==> src/rtl/mdu_seq.sv <==
// Multi-cycle multiply/divide sequencer owning HI/LO for mult/multu/div/divu/mthi/mtlo.
// Radix-2 shift-add multiply and restoring divide, one bit per cycle, plus a one-cycle sign fix-up.
module mdu_seq #(
  parameter int unsigned DATA_W = 32
) (
  input  logic              clk,
  input  logic              rst,
  input  logic              start,
  input  logic [2:0]        op,
  input  logic [DATA_W-1:0] a,
  input  logic [DATA_W-1:0] b,
  input  logic              flush,
  output logic              busy,
  output logic              done,
  output logic              div_by_zero,
  output logic [DATA_W-1:0] hi,
  output logic [DATA_W-1:0] lo
);

  localparam int unsigned CNT_W = (DATA_W > 1) ? $clog2(DATA_W) : 1;
  localparam logic [CNT_W-1:0] CNT_LAST = CNT_W'(DATA_W - 1);

  typedef enum logic [1:0] {IDLE, MUL, DIV, FIX} state_t;

  state_t              state;
  logic [CNT_W-1:0]    cnt;
  logic [2*DATA_W-1:0] acc;      // mul: {partial, multiplier}; div: {remainder, dividend/quotient}
  logic [DATA_W-1:0]   dvsr;     // multiplicand or divisor magnitude
  logic [DATA_W-1:0]   a_raw;
  logic                is_div;
  logic                sign_q;
  logic                sign_r;
  logic                dbz;

  logic                op_signed;
  logic [DATA_W-1:0]   a_mag;
  logic [DATA_W-1:0]   b_mag;
  logic [DATA_W:0]     mul_sum;
  logic [2*DATA_W-1:0] mul_next;
  logic [DATA_W:0]     div_sh;
  logic                div_ok;
  logic [DATA_W-1:0]   div_rem;
  logic [2*DATA_W-1:0] div_next;
  logic [2*DATA_W-1:0] prod_fix;
  logic [DATA_W-1:0]   quo_fix;
  logic [DATA_W-1:0]   rem_fix;

  // Operand capture magnitudes and per-cycle datapath steps.
  always_comb begin
    op_signed = ~op[0];
    a_mag     = (op_signed && a[DATA_W-1]) ? (~a + 1'b1) : a;
    b_mag     = (op_signed && b[DATA_W-1]) ? (~b + 1'b1) : b;

    mul_sum   = {1'b0, acc[2*DATA_W-1:DATA_W]} + (acc[0] ? {1'b0, dvsr} : {(DATA_W+1){1'b0}});
    mul_next  = {mul_sum, acc[DATA_W-1:1]};

    div_sh    = acc[2*DATA_W-1:DATA_W-1];
    div_ok    = div_sh >= {1'b0, dvsr};
    div_rem   = div_sh[DATA_W-1:0] - dvsr;
    div_next  = {(div_ok ? div_rem : div_sh[DATA_W-1:0]), acc[DATA_W-2:0], div_ok};

    prod_fix  = sign_q ? (~acc + 1'b1) : acc;
    quo_fix   = sign_q ? (~acc[DATA_W-1:0] + 1'b1) : acc[DATA_W-1:0];
    rem_fix   = sign_r ? (~acc[2*DATA_W-1:DATA_W] + 1'b1) : acc[2*DATA_W-1:DATA_W];
  end

  always_ff @(posedge clk or posedge rst) begin
    if (rst) begin
      state       <= IDLE;
      cnt         <= '0;
      acc         <= '0;
      dvsr        <= '0;
      a_raw       <= '0;
      is_div      <= 1'b0;
      sign_q      <= 1'b0;
      sign_r      <= 1'b0;
      dbz         <= 1'b0;
      busy        <= 1'b0;
      done        <= 1'b0;
      div_by_zero <= 1'b0;
      hi          <= '0;
      lo          <= '0;
    end else begin
      done        <= 1'b0;
      div_by_zero <= 1'b0;
      // Flush aborts any operation and also suppresses a same-cycle start.
      if (flush) begin
        state <= IDLE;
        busy  <= 1'b0;
      end else begin
        case (state)
          IDLE: begin
            if (start) begin
              case (op)
                3'b000, 3'b001: begin
                  state  <= MUL;
                  busy   <= 1'b1;
                  cnt    <= CNT_LAST;
                  acc    <= {{DATA_W{1'b0}}, b_mag};
                  dvsr   <= a_mag;
                  a_raw  <= a;
                  is_div <= 1'b0;
                  dbz    <= 1'b0;
                  sign_q <= op_signed & (a[DATA_W-1] ^ b[DATA_W-1]);
                  sign_r <= op_signed & a[DATA_W-1];
                end
                3'b010, 3'b011: begin
                  state  <= DIV;
                  busy   <= 1'b1;
                  cnt    <= CNT_LAST;
                  acc    <= {{DATA_W{1'b0}}, a_mag};
                  dvsr   <= b_mag;
                  a_raw  <= a;
                  is_div <= 1'b1;
                  dbz    <= (b == '0);
                  sign_q <= op_signed & (a[DATA_W-1] ^ b[DATA_W-1]);
                  sign_r <= op_signed & a[DATA_W-1];
                end
                3'b100:  hi <= a;
                3'b101:  lo <= a;
                default: ;
              endcase
            end
          end
          MUL: begin
            acc <= mul_next;
            cnt <= cnt - 1'b1;
            if (cnt == '0) state <= FIX;
          end
          DIV: begin
            acc <= div_next;
            cnt <= cnt - 1'b1;
            if (cnt == '0) state <= FIX;
          end
          FIX: begin
            state <= IDLE;
            busy  <= 1'b0;
            done  <= 1'b1;
            if (!is_div) begin
              hi <= prod_fix[2*DATA_W-1:DATA_W];
              lo <= prod_fix[DATA_W-1:0];
            end else if (dbz) begin
              // Divide by zero returns the raw dividend and an all-ones quotient.
              hi          <= a_raw;
              lo          <= '1;
              div_by_zero <= 1'b1;
            end else begin
              hi <= rem_fix;
              lo <= quo_fix;
            end
          end
          default: state <= IDLE;
        endcase
      end
    end
  end

endmodule

==> config.mk <==
export PLATFORM = sky130hd
export DESIGN_NAME = mdu_seq
export DESIGN_NICKNAME = d
export VERILOG_FILES = /design/src/rtl/mdu_seq.sv
export SDC_FILE = /design/constraint.sdc
export NUM_CORES = 1
export LEC_CHECK = 0
export ABC_AREA = 1
export BUFFER_PORTS_ARGS = -buffer_cell sky130_fd_sc_hd__buf_2
export CAP_MARGIN = 20
export CORE_MARGIN = 4
export CORE_UTILIZATION = 25
export CTS_CLUSTER_DIAMETER = 120
export DETAILED_ROUTE_END_ITERATION = 10
export PLACE_DENSITY_LB_ADDON = 0.25
export SLEW_MARGIN = 25
export SYNTH_ARGS = -nofsm -noshare
export SYNTH_HDL_FRONTEND = slang
export SYNTH_SLANG_ARGS = --single-unit
==> constraint.sdc <==
create_clock -name clk -period 7.85 [get_ports clk]
set_input_delay 0.3925 -clock clk [delete_from_list [all_inputs] [get_ports clk]]
set_output_delay 0.3925 -clock clk [all_outputs]
set_load 0.05 [all_outputs]
==> flow_summary.json, run 1 <==
{
  "drt_iter0_drc": 2534,
  "synth_compound_area_share_pct": 15.8,
  "startpoint": "state[0]",
  "crit_required_ns": 8.35,
  "relSlewSlack_pct": 32.4,
  "critical_path_arrival_ns": 3.81,
  "grt_usage_pct": 22.3,
  "clkTransAtPathRegs_ns": 0.06,
  "setup_viol": 0,
  "r2r_slack_ns": 4.54,
  "powerDensity_mw_per_mm2": 385,
  "endpoint_kind": "register",
  "dieArea_mm2": 0.0851,
  "yosys.area.top_type": "dfrtp_1",
  "ant_nets": 0,
  "core.rowCount": 103,
  "report.final.hold_viol_count": 0,
  "wl_per_cell_um": 21.5,
  "cts_tree": "done",
  "place_ws_ns": 4.64,
  "syn_nets": 3603,
  "synthMuxAreaShare_pct": 0,
  "grt_pass1_vias": 21833,
  "post-route-util_pct": 28.6,
  "cap_violations": 0,
  "cts_buffers": 26,
  "area_growth_syn_to_layout_pct": 12.9,
  "drcViolationCount": 0,
  "synth_top_cell_area_share_pct": 25.6,
  "routed_wl_um": 98700,
  "fillers": 9218,
  "rsz0062_at_grt": "false",
  "async_flop_share_pct": 100,
  "cp_max_fo": 41,
  "skew_ns": 0.0276,
  "r2r-start": "state[0]",
  "globalplace.congestion": 0.996,
  "io_buffers": 137,
  "overflow": 0,
  "mostFrequentLayoutCells": "1123 x nand2_1, 456 x nor2_1, 434 x inv_1",
  "ys_types": 50,
  "hold_start": "flush",
  "p_leak_uw": 0.0120,
  "final.period_utilization_pct": 42.2,
  "fin_ws_ns": 4.54,
  "vias_per_cell": 5.07,
  "ys_seq_area_share_pct": 25.6,
  "peakVddDrop_v": 0.000198,
  "place_hpwl_um": 79500,
  "grt_max_degree": 93,
  "antenna_found_initial": 5,
  "synthFlopType": "dfrtp_1",
  "synth_cells": 3456,
  "whs_ns": 0.0824,
  "synthXorXnorAreaFrac_pct": 2.78,
  "synthTopCellsByArea": "dfrtp_1 26%, nand2_1 21%, nor2_1 8.6%",
  "status": "finished, final reports clean",
  "cts.sinks": 206,
  "root_buffer": "clkbuf_16",
  "drive_above_1_share_pct": 7.34,
  "finalPower_uw": 8750,
  "yosysWarningCount": 0,
  "clk_latency_ns": 0.58,
  "start_kind": "register",
  "worstSetupPathType": "register to register",
  "syn_avg_cell_area_um2": 5.83,
  "final_common_cell": "nand2_1",
  "synth_edf_count": 0,
  "vias": 23299,
  "dr.pass1.iters": 6,
  "cts_hold_buffers": 1,
  "fp.dieH_um": 292,
  "netlist_area_mm2": 0.0201,
  "die_width_um": 292,
  "synth-seq-cells": 206,
  "nNetsFinal": 3668,
  "setup_tns_ns": 0,
  "io_pins": 138,
  "synth_simple_gate_area_share_pct": 40.0,
  "synthAdderAreaFrac_pct": 4.80,
  "cts_setup_buffers": 0,
  "maxSlewViolCount": 0,
  "synth_top_family_by_area": "simple AND/OR/NAND/NOR gates",
  "hp-class": "input pin to register",
  "htreeDepth": 1,
  "cts_repair_resize_count": 0,
  "coreArea_mm2": 0.0794,
  "tightest_slew_ns": 1.01,
  "clock_path_buffers": 3,
  "finalCriticalPeriod_ns": 3.31,
  "grt_pass1_wl_um": 145000,
  "fmax_mhz": 302,
  "initial_core_util_pct": 25.4
}
[through the flow]
step | cells | instance area [µm²]
floorplan | 3456 | 20100
global placement | 4542 | 21800
detailed placement | 4542 | 21800
CTS | 4591 | 22700
global route | 4591 | 22700
finish | 4594 | 22700
[worst max-delay path: stages, from the launching register on]
cell      delay (ns)
dfrtp_1         0.42
inv_1           0.12
ha_1            0.27
inv_1           0.11
a21oi_1         0.23
inv_1           0.09
nand2_1         0.06
buf_4           0.48
clkinv_1        0.85
o21ai_0         0.44
o21bai_1        0.15
[area by class of cell]
cell class	instances	area [µm²]	area share, %
well taps	1050	1310	5.78
inverters	452	1700	7.50
repair buffers	161	868	3.82
flip-flops and latches	206	5160	22.7
diodes	3	7.51	0.0330
multi-input cells	2674	12800	56.3
clock buffers	35	724	3.19
clock inverters	13	160	0.705
[kinds of logic (layout without fill, tap and decap cells)]
| logic type | Yosys count | in the layout |
|---|---|---|
| AND/OR/NAND/NOR | 1973 | 1973 |
| buffers and inverters | 576 | 661 |
| AO/OA/AOI/OAI | 561 | 561 |
| flip-flops | 206 | 206 |
| adder cells (fa/ha/maj) | 76 | 76 |
| XOR/XNOR | 64 | 64 |
| other | 0 | 3 |
[state kept, by name (all words and copies together) (netlist names), 2 cells and up]
signal and count:
acc 64, a_raw 32, dvsr 32, hi 32, lo 32, cnt 5
state 2
[synthesized netlist by cell type (4+ instances only)]
cell type,n
or2_2,7
buf_1,9
a21o_1,4
o31ai_1,6
nand2_1,1123
inv_2,12
nor3_1,25
and2_1,4
nor2_2,9
o21ai_0,225
nor2_1,460
xnor2_1,16
o21a_1,7
dfrtp_1,206
a22oi_1,12
nand2_2,7
a31oi_1,11
clkbuf_1,90
o221ai_1,12
a21oi_1,172
o211ai_1,38
inv_1,437
o22ai_1,33
o21bai_1,18
buf_2,20
nand3_1,278
xor2_1,48
nand4_1,37
o21ai_1,10
ha_1,74
nand3b_1,13
[layer usage]
| layer | share of wire, % | vias to the layer above | global-route usage [%] | wire length [µm] |
|---|---|---|---|---|
| met5 | 0.013 | - | 0 | 13 |
| met4 | 3.7 | 2 | 6.91 | 3660 |
| met3 | 7.8 | 158 | 3.04 | 7680 |
| met2 | 45 | 974 | 36.0 | 44300 |
| met1 | 44 | 10935 | 31.0 | 43100 |
| li1 | - | 11230 | - | - |
[power breakdown]
group / switching, µW / internal (µW) / leakage, µW
clock network: 536 / 748 / 0.000433
logic: 3970 / 1470 / 0.00903
registers: 530 / 1510 / 0.00254
[path summary, 6_finish.rpt]
kind	end	cells past startpoint
min in group asynchronous	div_by_zero	3
worst max register to register	acc[20]	10
max in group asynchronous	a_raw[27]	4
worst min register to register	lo[15]	2
worst min-delay path	done	2
worst max-delay path	acc[20]	10
(Power assumes the default switching activity.)
==> inputs of run 2 (changes only) <==
ABC_AREA = 0   (was 1)
clock period = 3.3 ns   (was 7.85 ns; I/O delays follow)
==> flow_summary.json, run 2 <==
{
  "routed_wl_um": 77200,
  "maxSlewViolCount": 0,
  "coreArea_mm2": 0.0676,
  "yosysWarningCount": 0,
  "crit_chain": "or4_4 -> or4b_4 -> or3_4 -> or3_4 -> o41ai_4 -> nor2_1 -> a22oi_2 -> a311oi_2 -> a21o_1",
  "synthTopCellsByArea": "dfrtp_1 30%, o21ai_0 7.6%, nand2_1 5.7%",
  "cts_tree": "done",
  "synth-seq-cells": 206,
  "critical_path_arrival_ns": 3.71,
  "whs_ns": 0.0149,
  "root_buffer": "clkbuf_16",
  "slowest_stage": "or4_4",
  "cp_common_cell": "or3_4",
  "ys_seq_area_share_pct": 30.0,
  "fillers": 7133,
  "fmax_mhz": 308,
  "async_flop_share_pct": 100,
  "post-route-util_pct": 32.2,
  "synthXorXnorAreaFrac_pct": 8.81,
  "tightest_slew_ns": 0.836,
  "skew_ns": 0.0169,
  "dieArea_mm2": 0.0731,
  "nNetsFinal": 2580,
  "vias": 18054,
  "hp-class": "input pin to register",
  "cp_max_fo": 4,
  "crit_required_ns": 3.77,
  "synthAdderAreaFrac_pct": 5.62,
  "syn_avg_cell_area_um2": 7.85,
  "report.final.hold_viol_count": 0,
  "setup_viol": 0,
  "synth_top_cell_area_share_pct": 30.0,
  "cts_buffers": 27,
  "r2r_slack_ns": 0.05,
  "drt_iter0_drc": 1462,
  "antenna_found_initial": 4,
  "ys_types": 81,
  "overflow": 0,
  "globalplace.congestion": 0.918,
  "relSlewSlack_pct": 44.0,
  "die_width_um": 270,
  "crit_path_max_incr_delay_ns": 0.57,
  "grt_pass1_vias": 17647,
  "drcViolationCount": 0,
  "drive_above_1_share_pct": 23.0,
  "p_leak_uw": 0.00955,
  "multi_input_area_mm2": 0.0116,
  "io_buffers": 137,
  "grt_max_degree": 74,
  "cap_violations": 0,
  "finalCriticalPeriod_ns": 3.25,
  "netlist_area_mm2": 0.0172,
  "yosys.area.top_type": "dfrtp_1",
  "synthMuxAreaShare_pct": 4.57,
  "clock_path_buffers": 3,
  "io_pins": 138,
  "mostFrequentLayoutCells": "258 x nand2_1, 253 x o21ai_0, 228 x buf_4",
  "peakVddDrop_v": 0.000470,
  "synth_simple_gate_area_share_pct": 18.0,
  "grt_pass1_wl_um": 114000,
  "initial_core_util_pct": 25.4,
  "synth_cells": 2190,
  "cts.sinks": 206,
  "htreeDepth": 1,
  "final_common_cell": "nand2_1",
  "area_growth_syn_to_layout_pct": 26.6,
  "ant_nets": 0,
  "fp.dieH_um": 270,
  "start_kind": "register",
  "rsz0062_at_grt": "true",
  "clkTransAtPathRegs_ns": 0.06,
  "max_flop_register": "acc",
  "register_area_mm2": 0.00516,
  "grt_usage_pct": 20.1,
  "synth_edf_count": 0,
  "dr.pass1.iters": 5,
  "final.period_utilization_pct": 98.4,
  "status": "finished, final reports clean",
  "synth_common_cells": "261 x nand2_1, 261 x o21ai_0, 206 x dfrtp_1",
  "place_hpwl_um": 59900,
  "syn_nets": 2337,
  "largest_register_ffs": 64,
  "powerDensity_mw_per_mm2": 996,
  "synth_top_family_by_area": "compound AO/OA/AOI/OAI gates",
  "endpoint_kind": "register",
  "synth_compound_area_share_pct": 27.6,
  "synthFlopType": "dfrtp_1",
  "core.rowCount": 95,
  "worstSetupPathType": "register to register",
  "clk_latency_ns": 0.58,
  "wl_per_cell_um": 23.2,
  "vias_per_cell": 5.43
}
## run 2: cell types whose count changed in the layout (fill, tap and decap cells not counted), sizes merged, moves of 27 or more
cell and change:
o31ai +27, or3 +28, mux2i +38, a22oi +29
nor2 -297, xnor2 +92, nand3 -253, a21o +37
nand2 -871, mux2 +36, buf +215, inv -385
## run 2: kinds of logic (layout without fill, tap and decap cells)
group	count (synthesis)	count (layout)
compound gates	756	756
simple gates	665	665
buf+inv	240	503
flops	206	206
xor+xnor	173	173
fa+ha+maj	76	76
mux	74	74
other cells	0	1
## run 2: where the power goes
group	leakage (µW)	total, µW	internal, µW	switching (µW)
registers	0.00258	4420	3600	821
clock network	0.000486	3340	2070	1270
logic	0.00649	13900	5230	8680
total	0.00955	21700	10900	10800
## run 2: path summary, 6_finish.rpt
kind                       startpoint      end  depth (start not counted)
max reg2reg                   acc[37]   hi[23]                          9
max in group asynchronous         rst   hi[29]                          4
min reg2reg                    lo[29]   lo[29]                          2
max                           acc[37]   hi[23]                          9
min in group asynchronous         rst   lo[15]                          3
min                             b[24]  acc[24]                          4
## run 2: metrics by stage
| step | setup slack [ns] | instances | instance area, µm² | total power [µW] | TNS [ns] |
|---|---|---|---|---|---|
| 2_1_floorplan | 0.00279 | 2190 | 17200 | 12800 | 0 |
| 3_3_place_gp | -0.0740 | 3255 | 20200 | 17700 | -0.180 |
| 3_5_place_dp | -0.177 | 3255 | 20200 | 17700 | -0.585 |
| 4_1_cts | 0.000520 | 3317 | 21300 | 21200 | 0 |
| 5_1_grt | -0.0569 | 3326 | 21800 | 23000 | -0.185 |
| 6_report | 0.0543 | 3327 | 21800 | 21700 | 0 |
## run 2: final cells by class
cell class,instances,area share (%)
clock inverter,10,0.856
antenna,1,0.0115
inverter,66,1.16
timing repair buffer,388,12.4
sequential,206,23.7
multi-input combinational,1744,53.2
tap,873,5.02
clock buffer,39,3.68
## run 2: worst max-delay path: cells and delay by family, from the launching register on
family             cells  cell delay [ns]
AOI/OAI and AO/OA      4             0.73
DFF                    1             0.44
and+or+nand+nor        5             1.96
## run 2: per-layer routing
metal	global-route usage [%]	vias to the layer above	routed length, µm
met5	0	-	40
met3	2.80	112	4570
met2	34.2	606	36700
li1	-	8422	-
met1	26.5	8910	33300
met4	5.81	4	2630
## run 2: what timing repair did
action                     in CTS  in global routing
hold endpoints to repair      143                  0
gates resized for setup        14                 81
setup endpoints to repair      10                 58
pin swaps                       6                 27
hold buffers                   13                  0
buffers inserted                0                 10
